### src/rtl/router_egress_arbiter_pkg.sv
// Shared definitions for the router egress arbiter: FSM encodings and packet framing constants.
// Framing: src_id, dest_id, size, <size data bytes>, crc.
package router_egress_arbiter_pkg;

    typedef enum logic [1:0] {
        ST_IDLE  = 2'd0,
        ST_GRANT = 2'd1,
        ST_XFER  = 2'd2
    } state_t;

    localparam int HDR_BYTES = 3;
    localparam int CRC_BYTES = 1;
    localparam int SIZE_IDX  = 2;

endpackage

### src/rtl/router_egress_arbiter_rr_picker.sv
// Combinational round-robin picker: one-hot pick of the first requester after the one-hot 'last'.
// Shared with the ingress side, so it carries no state and no clock.
module router_rr_picker #(
    parameter int NPORT = 3
) (
    input  logic [NPORT-1:0] req,
    input  logic [NPORT-1:0] last,
    output logic [NPORT-1:0] pick
);

    logic [NPORT-1:0] above_mask;
    logic [NPORT-1:0] req_hi;
    logic [NPORT-1:0] pool;

    // Bits strictly above 'last'; when last is the top port this wraps to empty.
    assign above_mask = ~((last << 1) - NPORT'(1));
    assign req_hi     = req & above_mask;
    assign pool       = (|req_hi) ? req_hi : req;
    // Isolate the lowest set bit of the candidate pool.
    assign pick       = pool & (~pool + NPORT'(1));

endmodule

### src/rtl/router_egress_arbiter.sv
// Round-robin egress arbiter: streams whole packets from NPORT FWFT FIFOs onto one valid/ready byte link.
// Optional parity check of the crc byte is enabled by defining ROUTER_ARB_CRC_CHECK_EN.
module router_egress_arbiter
    import router_egress_arbiter_pkg::*;
#(
    parameter int UWIDTH = 8,
    parameter int NPORT  = 3,
    parameter int WIDTH  = 11
) (
    input  logic                    clk2,
    input  logic                    rst,
    input  logic [NPORT-1:0]        fifo_empty,
    input  logic [NPORT*UWIDTH-1:0] fifo_data,
    output logic [NPORT-1:0]        fifo_rd,
    input  logic                    link_ready,
    output logic                    link_valid,
    output logic [UWIDTH-1:0]       link_data,
    output logic [NPORT-1:0]        grant,
    output logic                    pkt_done,
    output logic                    crc_err
);

    localparam int CW      = $clog2(WIDTH + 1);
    localparam int MAX_LEN = WIDTH - HDR_BYTES - CRC_BYTES;

    state_t             state_reg, state_next;
    logic [NPORT-1:0]   grant_reg, grant_next;
    logic [NPORT-1:0]   rr_last_reg, rr_last_next;
    logic               link_valid_reg, link_valid_next;
    logic [UWIDTH-1:0]  link_data_reg, link_data_next;
    logic [CW-1:0]      byte_cnt_reg, byte_cnt_next;
    logic [CW-1:0]      len_reg, len_next;
    logic               pkt_done_reg, pkt_done_next;

    logic [NPORT-1:0]   pick;
    logic [UWIDTH-1:0]  head;
    logic               has_data;
    logic               req_any;
    logic [CW-1:0]      pkt_total;
    logic               past_hdr;
    logic               all_popped;
    logic               handshake;
    logic               pop;
    logic               done;

    router_rr_picker #(
        .NPORT (NPORT)
    ) u_picker (
        .req  (~fifo_empty),
        .last (rr_last_reg),
        .pick (pick)
    );

    // Head byte of the granted FIFO, built as an OR chain of one-hot masked lanes.
    logic [UWIDTH-1:0] head_acc [NPORT+1];
    assign head_acc[0] = '0;
    generate
        for (genvar gi = 0; gi < NPORT; gi++) begin : g_head
            assign head_acc[gi+1] = head_acc[gi] |
                (grant_reg[gi] ? fifo_data[gi*UWIDTH +: UWIDTH] : '0);
        end
    endgenerate
    assign head = head_acc[NPORT];

    assign req_any    = |(~fifo_empty);
    assign has_data   = |(grant_reg & ~fifo_empty);
    assign pkt_total  = len_reg + CW'(HDR_BYTES + CRC_BYTES);
    // len_reg is only meaningful once the size byte has been popped.
    assign past_hdr   = byte_cnt_reg > CW'(SIZE_IDX);
    assign all_popped = past_hdr && (byte_cnt_reg == pkt_total);
    assign handshake  = link_valid_reg && link_ready;
    assign pop        = (state_reg == ST_XFER) && has_data && !all_popped &&
                        (!link_valid_reg || link_ready);
    assign done       = (state_reg == ST_XFER) && all_popped && handshake;

    assign fifo_rd    = pop ? grant_reg : '0;
    assign grant      = grant_reg;
    assign link_valid = link_valid_reg;
    assign link_data  = link_data_reg;
    assign pkt_done   = pkt_done_reg;

    always_comb begin
        state_next      = state_reg;
        grant_next      = grant_reg;
        rr_last_next    = rr_last_reg;
        link_valid_next = link_valid_reg;
        link_data_next  = link_data_reg;
        byte_cnt_next   = byte_cnt_reg;
        len_next        = len_reg;
        pkt_done_next   = 1'b0;
        case (state_reg)
            ST_IDLE: begin
                if (req_any) begin
                    grant_next = pick;
                    state_next = ST_GRANT;
                end
            end
            ST_GRANT: begin
                byte_cnt_next = '0;
                state_next    = ST_XFER;
            end
            ST_XFER: begin
                if (pop) begin
                    link_data_next  = head;
                    link_valid_next = 1'b1;
                    byte_cnt_next   = byte_cnt_reg + CW'(1);
                    if (byte_cnt_reg == CW'(SIZE_IDX)) begin
                        len_next = (head > UWIDTH'(MAX_LEN)) ? CW'(MAX_LEN) : CW'(head);
                    end
                end else if (handshake) begin
                    link_valid_next = 1'b0;
                end
                if (done) begin
                    pkt_done_next = 1'b1;
                    rr_last_next  = grant_reg;
                    grant_next    = '0;
                    state_next    = ST_IDLE;
                end
            end
            default: begin
                state_next = ST_IDLE;
                grant_next = '0;
            end
        endcase
    end

    always_ff @(posedge clk2 or negedge rst) begin
        if (!rst) begin
            state_reg      <= ST_IDLE;
            grant_reg      <= '0;
            rr_last_reg    <= {1'b1, {(NPORT-1){1'b0}}};
            link_valid_reg <= 1'b0;
            link_data_reg  <= '0;
            byte_cnt_reg   <= '0;
            len_reg        <= '0;
            pkt_done_reg   <= 1'b0;
        end else begin
            state_reg      <= state_next;
            grant_reg      <= grant_next;
            rr_last_reg    <= rr_last_next;
            link_valid_reg <= link_valid_next;
            link_data_reg  <= link_data_next;
            byte_cnt_reg   <= byte_cnt_next;
            len_reg        <= len_next;
            pkt_done_reg   <= pkt_done_next;
        end
    end

`ifdef ROUTER_ARB_CRC_CHECK_EN
    logic parity_reg, parity_next;
    logic crc_bad_reg, crc_bad_next;
    logic crc_err_reg, crc_err_next;
    logic crc_pop;

    assign crc_pop = pop && past_hdr && (byte_cnt_reg == pkt_total - CW'(1));

    // Parity covers every byte ahead of the crc; the verdict is held until the crc is accepted.
    always_comb begin
        parity_next  = parity_reg;
        crc_bad_next = crc_bad_reg;
        crc_err_next = done && crc_bad_reg;
        if (state_reg == ST_GRANT) begin
            parity_next  = 1'b0;
            crc_bad_next = 1'b0;
        end else if (crc_pop) begin
            crc_bad_next = (head != {{(UWIDTH-1){1'b0}}, parity_reg});
        end else if (pop) begin
            parity_next = parity_reg ^ (^head);
        end
    end

    always_ff @(posedge clk2 or negedge rst) begin
        if (!rst) begin
            parity_reg  <= 1'b0;
            crc_bad_reg <= 1'b0;
            crc_err_reg <= 1'b0;
        end else begin
            parity_reg  <= parity_next;
            crc_bad_reg <= crc_bad_next;
            crc_err_reg <= crc_err_next;
        end
    end

    assign crc_err = crc_err_reg;
`else
    assign crc_err = 1'b0;
`endif

endmodule

### config.mk
export PLATFORM = sky130hd
export DESIGN_NAME = router_egress_arbiter
export DESIGN_NICKNAME = d
export VERILOG_FILES = /design/src/rtl/router_egress_arbiter_pkg.sv /design/src/rtl/router_egress_arbiter_rr_picker.sv /design/src/rtl/router_egress_arbiter.sv
export SDC_FILE = /design/constraint.sdc
export NUM_CORES = 1
export LEC_CHECK = 0
export ABC_AREA = 1
export CAP_MARGIN = 40
export CORE_AREA = 2 2 55 68
export CTS_CLUSTER_DIAMETER = 40
export DETAILED_ROUTE_END_ITERATION = 8
export DIE_AREA = 0 0 57 70
export GPL_TIMING_DRIVEN = 0
export PLACE_DENSITY_LB_ADDON = 0.1
export SLEW_MARGIN = 20
export SYNTH_ARGS = -nofsm -noshare
export SYNTH_HDL_FRONTEND = slang
export SYNTH_HIERARCHICAL = 1
export SYNTH_SLANG_ARGS = --single-unit
export TNS_END_PERCENT = 20
### constraint.sdc
create_clock -name clk2 -period 2.3 [get_ports clk2]
set_clock_uncertainty 0.2 [all_clocks]
set_input_delay 0.46 -clock clk2 [delete_from_list [all_inputs] [get_ports clk2]]
set_output_delay 0.46 -clock clk2 [all_outputs]
set_load 0.05 [all_outputs]
==> results of run 1 <==
critical path: stages, from the launching register on:
cell,delay (ns)
dfrtp_1,0.44
inv_2,0.09
nand2_2,0.10
a21oi_2,0.17
nor2_2,0.08
nand2_4,0.09
nand2_8,0.07
nor2_4,0.10
buf_8,0.15
layer usage:
metal,vias up,share of wire (%),routed length [µm],GRT usage (%)
met3,5,5.5,192,3.89
li1,754,-,-,-
met5,-,0,0,0
met2,37,49,1710,31.4
met1,627,44,1560,23.3
met4,0,1.1,38,5.43
worst max path at each step:
stage / start / to / slack, ns / cells past startpoint
after CTS: link_ready / fifo_rd[0] / 0.01 / 8
after global routing: byte_cnt_reg[3] / fifo_rd[0] / 0.004 / 9
after global placement: fifo_empty[1] / fifo_rd[0] / -0.85 / 10
after floorplan: grant[2] / fifo_rd[0] / 0.1 / 8
final: byte_cnt_reg[2] / fifo_rd[0] / 0.07 / 8
after detailed placement: fifo_empty[1] / fifo_rd[0] / -0.85 / 10
cell type report:
class,instances,area [µm²],area share [%]
plain buffers,4,28.8,1.32
flip-flops and latches,25,628,28.8
multi-input cells,149,752,34.5
clock buffers,4,45.0,2.07
inverters,28,105,4.82
repair buffers,60,571,26.2
well taps,39,48.8,2.24
through the flow:
| step | instances | total power [mW] |
|---|---|---|
| finish | 309 | 0.781 |
| global route | 309 | 0.810 |
| CTS | 304 | 0.785 |
| detailed placement | 291 | 0.520 |
| global placement | 291 | 0.521 |
| floorplan | 207 | 0.461 |
repair_timing:
action / CTS / global route
buffers inserted: 9 / 5
resized for setup: 30 / 14
pin swaps: 7 / 9
hold endpoints to repair: 25 / 0
hold buffers: 1 / 0
endpoints found under the setup margin: 3 / 3
power by group through the flow:
stage	logic, mW	registers [mW]	clock network [mW]
4_1_cts	0.0731	0.439	0.273
3_3_place_gp	0.0732	0.448	0
2_1_floorplan	0.0130	0.448	0
5_1_grt	0.0800	0.439	0.291
6_report	0.0723	0.439	0.270
3_5_place_dp	0.0721	0.448	0
==> key figures, run 1 <==
Status
  – Status: completed

Routing
  – Drt first-iter violations: 39
  – Remaining DRCs: 0
  – Wire per inst: 11.3 µm
  – Vias per cell: 4.61
  – Wirelength, routed: 3.50 mm
  – Post-DRT Antenna Nets: 0
  – Via count: 1423
  – Drt pass-1 iters: 4

Clock tree
  – CTS root buffer: clkbuf_8
  – Worst-path clk slew: 0.09 ns
  – Inserted Clock Buffers: 3
  – CTS Buffer Depth: 2
  – H-tree depth: 1
  – CTS tree: yes
  – Worst-Skew Late Latency: 0.27 ns
  – CTS sink count: 25

Setup path
  – Cells on worst reg2reg path: 12
  – CP max FO: 5
  – Setup crit start kind: register
  – Setup slack, reg-to-reg: 0.26 ns
  – Crit path required time: 1.64 ns
  – CP arrival: 1.57 ns
  – Crit path kind: register to output pin
  – RR Endpoint: byte_cnt_reg[0]
  – Setup crit end kind: output pin
  – Reg2reg start: byte_cnt_reg[2]

Power and ir drop
  – Power Dens Cells: 359 nW/µm²
  – Logic pwr share: 9.3%
  – Reg power frac: 56.2%
  – Clock group share of total power: 34.5%
  – Sw frac: 22.0%
  – Internal: 609 µW
  – Net Sw Power: 172 µW
  – Leakage: 1.08 nW
  – Peak VDD IR: 0.218 mV

GRT
  – Vias in the first global route: 1365
  – Initial antenna violation count: 0
  – Largest net degree at the start of global routing: 26
  – GRT overflow: 0
  – First-pass GRT wire length: 5.89 mm
  – Tot GR Track Use: 18.5%

Final layout
  – Most frequent cells in the layout: nand2_1 (87), clkdlybuf4s50_1 (37), dfrtp_1 (23), inv_1 (17), nand3_1 (15)
  – Nets: 303
  – Final Cell Area: 2180 µm²
  – Max reg flops: 8
  – Synthesis-to-layout area growth: 51.3%
  – Filler cells: 328
  – Antenna diode count: 0
  – Commonest non-fill, non-tap cell in the layout: nand2_1
  – Post-layout util: 63.6%
  – Share of cells above drive strength 1: 20.4%

STA
  – Tmin final: 2.23 ns
  – Worst hold margin: 0.286 ns
  – Fin. max-slew vios: 0
  – Slew Limit Headroom: 61.3%
  – Part of the cycle the worst path needs: 96.8%
  – Worst-Margin Slew: 0.580 ns
  – Final setup margin: 0.0726 ns
  – Final setup viols: 0
  – RSZ-0062 raised after global routing: no
  – Fin Setup TNS: 0 ns
  – Hold Vio Cnt, Final: 0
  – Achievable frequency: 449 MHz

Die
  – Initial core utilization: 42.1%
  – Die area: 3990 µm²
  – Row Count: 24
  – Num ports: 47
  – Die W: 57 µm
  – Die height: 70 µm
  – Core ar.: 3420 µm²

Yosys
  – Cell Area, Synth: 1440 µm²
  – Syn Nets: 239
  – Synth warnings: 6
  – Mapped Avg Cell Area: 6.96 µm²
  – Synth Instances: 207

Placed design
  – Port bufs: 45
  – Placement Setup Slack: -0.845 ns
  – RePlAce Congestion: 0.788
  – Post-DP HPWL: 2.54 mm
  – DP Area: 1960 µm²

Worst hold path
  – Worst hold start: link_data[1]
  – Worst Hold Depth: 2
  – Hold Crit Class: register to register
  – Hold Crit Endpoint: link_data[1]

Flow run
  – Number of max-cap violations: 0
(Power assumes the default switching activity.)
==> run 2: changes to the inputs <==
CORE_AREA = 2 2 54 66   (was 2 2 55 68)
DIE_AREA = 0 0 56 68   (was 0 0 57 70)
DONT_BUFFER_PORTS = 1   (was default)
==> run 2 against run 1 <==
  * The run now ends with negative setup slack left
  * Total power shrank 7.1%
  * Clock power is 4% lower
  * Worst setup slack worse by 0.18 ns
  * Flip-flop and latch count unchanged
  * Combinational power down 61%
  * Fmax down 7.3%
  * Final cell count is 17% lower
  * Critical endpoint is now fifo_rd[1]
  * Largest cell class unchanged
==> key figures, run 2 (synthesis gave the netlist of run 1 again) <==
Setup path
  – Setup slack, reg-to-reg: 0.20 ns (-0.06 ns)
  – Crit path from: grant[2]
  – RR Endpoint: byte_cnt_reg[3]
  – Slowest CP cell: dfrtp_2
  – Crit path kind: register to output pin
  – CP max FO: 4 (-1)
  – Setup crit end kind: output pin
  – Crit path required time: 1.64 ns (about the same)
  – Setup crit start kind: register
  – Cells on worst reg2reg path: 11 (-1)
  – CP arrival: 1.74 ns (+0.17 ns)
  – Critical path, cell by cell: buf_6, inv_4, o211ai_1, nand2_1, inv_2, nand2_8, nor2_4
  – CP max stage delay: 0.54 ns (+0.10 ns)
  – Reg2reg start: grant[2]

Final layout
  – Post-layout util: 51.3% (-12 points)
  – Synthesis-to-layout area growth: 14.9%
  – Filler cells: 337 (+2.7%)
  – Finished Layout Cells: 257 (-17%)
  – Max reg flops: 8 (unchanged)
  – Commonest non-fill, non-tap cell in the layout: nand2_1
  – Most frequent cells in the layout: nand2_1 (88), dfrtp_1 (23), inv_1 (21), nand3_1 (15), nor2_1 (10)
  – Nets: 253 (-17%)
  – Final Cell Area: 1650 µm² (-24%)
  – Share of cells above drive strength 1: 17.3% (-3.1 points)
  – Antenna diode count: 0 (unchanged)

Worst hold path
  – Hold Crit Endpoint: link_data[7]
  – Worst Hold Depth: 4 (+2)
  – Hold Crit Class: primary input to register
  – Worst hold start: fifo_data[23]

Placed design
  – Port bufs: 0 (-100%)
  – DP Area: 1510 µm² (-23%)
  – Post-DP HPWL: 2.33 mm (-8.6%)
  – Placed cell count: 244 (-16%)
  – RePlAce Congestion: 0.753 (-4.4%)

Routing
  – Wire per inst: 12.0 µm (+6.1%)
  – Wirelength, routed: 3.09 mm (-12%)
  – Post-DRT Antenna Nets: 0 (unchanged)
  – Vias per cell: 4.82 (+4.8%)
  – Remaining DRCs: 0 (unchanged)
  – Drt first-iter violations: 26 (-33%)
  – Via count: 1240 (-13%)
  – Drt pass-1 iters: 4 (unchanged)

STA
  – Tmin final: 2.40 ns (+0.177 ns)
  – Achievable frequency: 416 MHz (-7.3%)
  – Final setup margin: -0.104 ns (-0.177 ns)
  – Slew Limit Headroom: 65.9% (+4.6 points)
  – Final setup viols: 3 (+3)
  – Hold Vio Cnt, Final: 0 (unchanged)
  – Worst hold margin: 0.225 ns (-0.0614 ns)
  – Fin. max-slew vios: 0 (unchanged)
  – RSZ-0062 raised after global routing: yes
  – Part of the cycle the worst path needs: 105% (+7.7 points)
  – Worst-Margin Slew: 0.511 ns (-0.0696 ns)

GRT
  – Largest net degree at the start of global routing: 26 (unchanged)
  – GR Util met3: 2.65% (-1.2 points)
  – First-pass GRT wire length: 5.22 mm (-11%)
  – GRT overflow: 0 (unchanged)
  – Met1 usage: 22.7% (-0.64 points)
  – GR peak layer: met2
  – Met2 Use GR: 30.1% (-1.3 points)
  – Vias in the first global route: 1222 (-10%)
  – Tot GR Track Use: 17.4% (-1.1 points)
  – Initial antenna violation count: 0 (unchanged)

Status
  – Status: finished with violations
  – Failing checks: negative setup slack

Clock tree
  – Inserted Clock Buffers: 3 (unchanged)
  – CTS tree: yes
  – Worst-Skew Late Latency: 0.27 ns (about the same)
  – H-tree depth: 1 (unchanged)
  – CTS sink count: 25 (unchanged)
  – CTS root buffer: clkbuf_8
  – CTS Buffer Depth: 2 (unchanged)
  – Worst-path clk slew: 0.09 ns (about the same)

Die
  – Initial core utilization: 44.7% (+2.6 points)
  – Row Count: 23 (-4.2%)
  – Core ar.: 3220 µm² (-5.8%)
  – Die height: 68 µm (-2.9%)
  – Die W: 56 µm (-1.8%)
  – Num ports: 47 (unchanged)
  – Die area: 3810 µm² (-4.6%)

Power and ir drop
  – Leakage: 0.867 nW (-20%)
  – Power Dens Cells: 439 nW/µm² (+22%)
  – Peak VDD IR: 0.330 mV (+51%)

Flow run
  – Number of max-cap violations: 0 (unchanged)
[run 2: cell types whose count changed in the layout (fill, tap and decap cells not counted), moves of 3 or more]
cell and delta:
clkdlybuf4s50_1 -37, buf_4 -5, inv_2 -5, inv_1 +4, buf_6 -3, dlygate4sd2_1 -3
[run 2: cell type report]
type | instances | area [µm²] | area share [%]
tap | 37 | 46.3 | 2.80
multi-input combinational | 149 | 707 | 42.7
inverter | 28 | 108 | 6.51
timing repair buffer | 10 | 90.1 | 5.45
buffer | 4 | 28.8 | 1.74
clock buffer | 3 | 41.3 | 2.50
clock inverter | 1 | 5.00 | 0.303
sequential | 25 | 628 | 38.0
[run 2: report_power, final]
| part | switching [mW] | internal, mW | leakage, nW |
|---|---|---|---|
| clock | 0.137 | 0.121 | 0.0255 |
| combinational | 0.0194 | 0.00891 | 0.500 |
| sequential | 0 | 0.439 | 0.341 |
[run 2: repair_timing]
item | 4_1_cts | 5_1_grt
setup endpoints to repair | 3 | 3
pin swaps | 4 | 3
hold buffers | 2 | 0
setup buffers | 4 | 4
endpoints found under the hold margin | 25 | 0
resized for setup | 3 | 2
[run 2: worst max-delay path, delay by kind of cell, from the launching register on]
kind / cells / cell delay (ns)
compound gates: 1 / 0.20
buf+inv: 3 / 0.30
flops: 1 / 0.54
simple gates: 3 / 0.45
[run 2: metal layers]
layer	share of wire [%]	up-vias
li1	-	654
met1	45	548
met2	50	36
met3	5.0	2
met4	0.65	0
met5	0	-
[run 2: stage by stage]
stage	setup slack (ns)	power, mW	setup TNS, ns
2_1_floorplan	0.0999	0.461	0
3_3_place_gp	-0.0853	0.462	-0.251
3_5_place_dp	-0.110	0.462	-0.320
4_1_cts	-0.168	0.736	-0.445
5_1_grt	-0.200	0.766	-0.582
6_report	-0.104	0.726	-0.304
[run 2: how the worst max path moves through the flow]
stage                             to  slack, ns  cells after the start
after global routing      fifo_rd[1]      -0.20                      7
after global placement    fifo_rd[1]      -0.09                      8
after CTS                 fifo_rd[1]      -0.17                      7
after floorplan           fifo_rd[0]        0.1                      8
after detailed placement  fifo_rd[1]      -0.11                      8
final                     fifo_rd[1]      -0.10                      7
==> run 3: changes to the inputs <==
CAP_MARGIN = 30   (was 40)
SETUP_SLACK_MARGIN = 0.1   (was default)
==> run 3 against run 2 <==
  * The run still ends with negative setup slack left
  * Global-route usage up 0.41 points
  * Design area about the same
  * Core utilization about the same
  * Clock-buffer cell count up 1
  * Flip-flop and latch count unchanged
  * Combinational power about the same
  * Total power up 0.53%
  * Worst setup slack worse by 0.063 ns
  * Register-to-register slack better by 0.24 ns
  * Critical endpoint is now fifo_rd[2]
  * Largest cell class unchanged
==> key figures, run 3 (synthesis gave the netlist of run 1 again) <==
Placed design
  – Post-DP HPWL: 2.31 mm (-0.72%)
  – Placement Setup Slack: -0.0331 ns (+0.0772 ns)
  – RePlAce Congestion: 0.762 (+1.1%)
  – Port bufs: 0 (unchanged)

Die
  – Initial core utilization: 44.7% (unchanged)
  – Core ar.: 3220 µm² (unchanged)
  – Num ports: 47 (unchanged)
  – Die W: 56 µm (unchanged)
  – Die area: 3810 µm² (unchanged)
  – Row Count: 23 (unchanged)
  – Die height: 68 µm (unchanged)

Routing
  – Post-DRT Antenna Nets: 0 (unchanged)
  – Wire per inst: 12.0 µm (about the same)
  – Wirelength, routed: 3.09 mm (about the same)
  – Drt pass-1 iters: 4 (unchanged)
  – Drt first-iter violations: 44 (+69%)
  – Remaining DRCs: 0 (unchanged)
  – Vias per cell: 4.97 (+3.1%)
  – Via count: 1278 (+3.1%)

Power and ir drop
  – Leakage: 0.868 nW (+0.19%)
  – Peak VDD IR: 0.267 mV (-19%)
  – Power Dens Cells: 441 nW/µm² (+0.45%)

Setup path
  – Crit path required time: 1.64 ns (about the same)
  – Crit path kind: register to output pin
  – Setup crit start kind: register
  – Setup crit end kind: output pin
  – CP max FO: 6 (+2)
  – CP arrival: 1.81 ns (+0.07 ns)

Final layout
  – Post-layout util: 51.4% (about the same)
  – Share of cells above drive strength 1: 16.4% (-0.91 points)
  – Max reg flops: 8 (unchanged)
  – Filler cells: 339 (+0.59%)
  – Antenna diode count: 0 (unchanged)
  – Commonest non-fill, non-tap cell in the layout: nand2_1
  – Synthesis-to-layout area growth: 14.9% (about the same)
  – Most frequent cells in the layout: nand2_1 (88), dfrtp_1 (24), inv_1 (21), nand3_1 (15), nor2_1 (10)
  – Nets: 253 (unchanged)

Clock tree
  – CTS sink count: 25 (unchanged)
  – Worst-Skew Late Latency: 0.27 ns (about the same)
  – CTS tree: yes
  – H-tree depth: 1 (unchanged)
  – Worst-path clk slew: 0.08 ns (about the same)
  – CTS Buffer Depth: 2 (unchanged)
  – CTS root buffer: clkbuf_8
  – Inserted Clock Buffers: 3 (unchanged)

STA
  – Fin. max-slew vios: 0 (unchanged)
  – Worst hold margin: 0.219 ns (-0.00590 ns)
  – Tmin final: 2.47 ns (+0.0630 ns)
  – Final setup margin: -0.167 ns (-0.0630 ns)
  – Slew Limit Headroom: 65.9% (about the same)
  – Worst-Margin Slew: 0.511 ns (+0.000475 ns)
  – Final setup viols: 3 (unchanged)
  – Hold Vio Cnt, Final: 0 (unchanged)
  – Part of the cycle the worst path needs: 107% (+2.7 points)
  – RSZ-0062 raised after global routing: yes
  – Achievable frequency: 405 MHz (-2.6%)

GRT
  – Tot GR Track Use: 17.8% (+0.41 points)
  – First-pass GRT wire length: 5.22 mm (-0.13%)
  – Largest net degree at the start of global routing: 26 (unchanged)
  – GRT overflow: 0 (unchanged)
  – Vias in the first global route: 1184 (-3.1%)
  – Initial antenna violation count: 0 (unchanged)

Status
  – Failing checks: negative setup slack
  – Status: finished with violations

Flow run
  – Number of max-cap violations: 0 (unchanged)

Worst hold path
  – Hold Crit Class: primary input to register
-- run 3: per-layer routing --
metal / GRT usage, % / vias up / wire length, µm
met1: 21.5 / 580 / 1390
met5: 0 / - / 0
li1: - / 650 / -
met4: 5.36 / 0 / 32
met2: 32.1 / 44 / 1460
met3: 3.97 / 4 / 200
-- run 3: layout make-up --
cell class | instances | area (µm²) | area share (%)
Multi-Input combinational cell | 149 | 698 | 42.2
Clock buffer | 4 | 45.0 | 2.72
Tap cell | 37 | 46.3 | 2.80
Buffer | 5 | 48.8 | 2.95
Inverter | 28 | 108 | 6.50
Timing Repair Buffer | 9 | 82.6 | 4.99
Sequential cell | 25 | 627 | 37.9
-- run 3: metrics by stage --
stage / TNS (ns) / instances / total power [mW] / cell area [µm²]
after floorplan: 0 / 207 / 0.461 / 1470
after global placement: -0.0575 / 244 / 0.462 / 1510
after detailed placement: -0.0565 / 244 / 0.462 / 1510
after CTS: -0.531 / 257 / 0.737 / 1660
after global routing: -0.784 / 257 / 0.760 / 1660
final: -0.495 / 257 / 0.729 / 1660
-- run 3: critical path, stage by stage (launching register included) --
cell      delay, ns
dfrtp_2        0.54
buf_6          0.15
inv_4          0.03
o211ai_1       0.18
nand2_1        0.09
inv_2          0.08
nand2_4        0.06
buf_12         0.14
nor2_4         0.27
-- run 3: path summary, 6_finish.rpt --
path / end / depth (start not counted) / from / slack (ns)
hold / removal: link_data[7] / 4 / fifo_data[23] / 0.22
setup reg to reg: link_data[0] / 10 / grant[2] / 0.44
max in group asynchronous: grant[2] / 2 / rst / 1.32
min in group asynchronous: state_reg[0] / 2 / rst / 0.42
setup / recovery: fifo_rd[2] / 8 / grant[2] / -0.17
hold reg to reg: len_reg[3] / 2 / len_reg[3] / 0.30
-- run 3: timing repair --
action                     CTS  global route
hold endpoints to repair    25             0
hold buffers                 2             0
pin swaps                    5             1
buffers inserted             7             0
setup endpoints to repair    3             3
gates resized for setup      4             0
-- run 3: power by group --
group | internal [mW] | switching, mW
Combinational | 0.00891 | 0.0192
Clock | 0.124 | 0.138
Sequential | 0.439 | 0
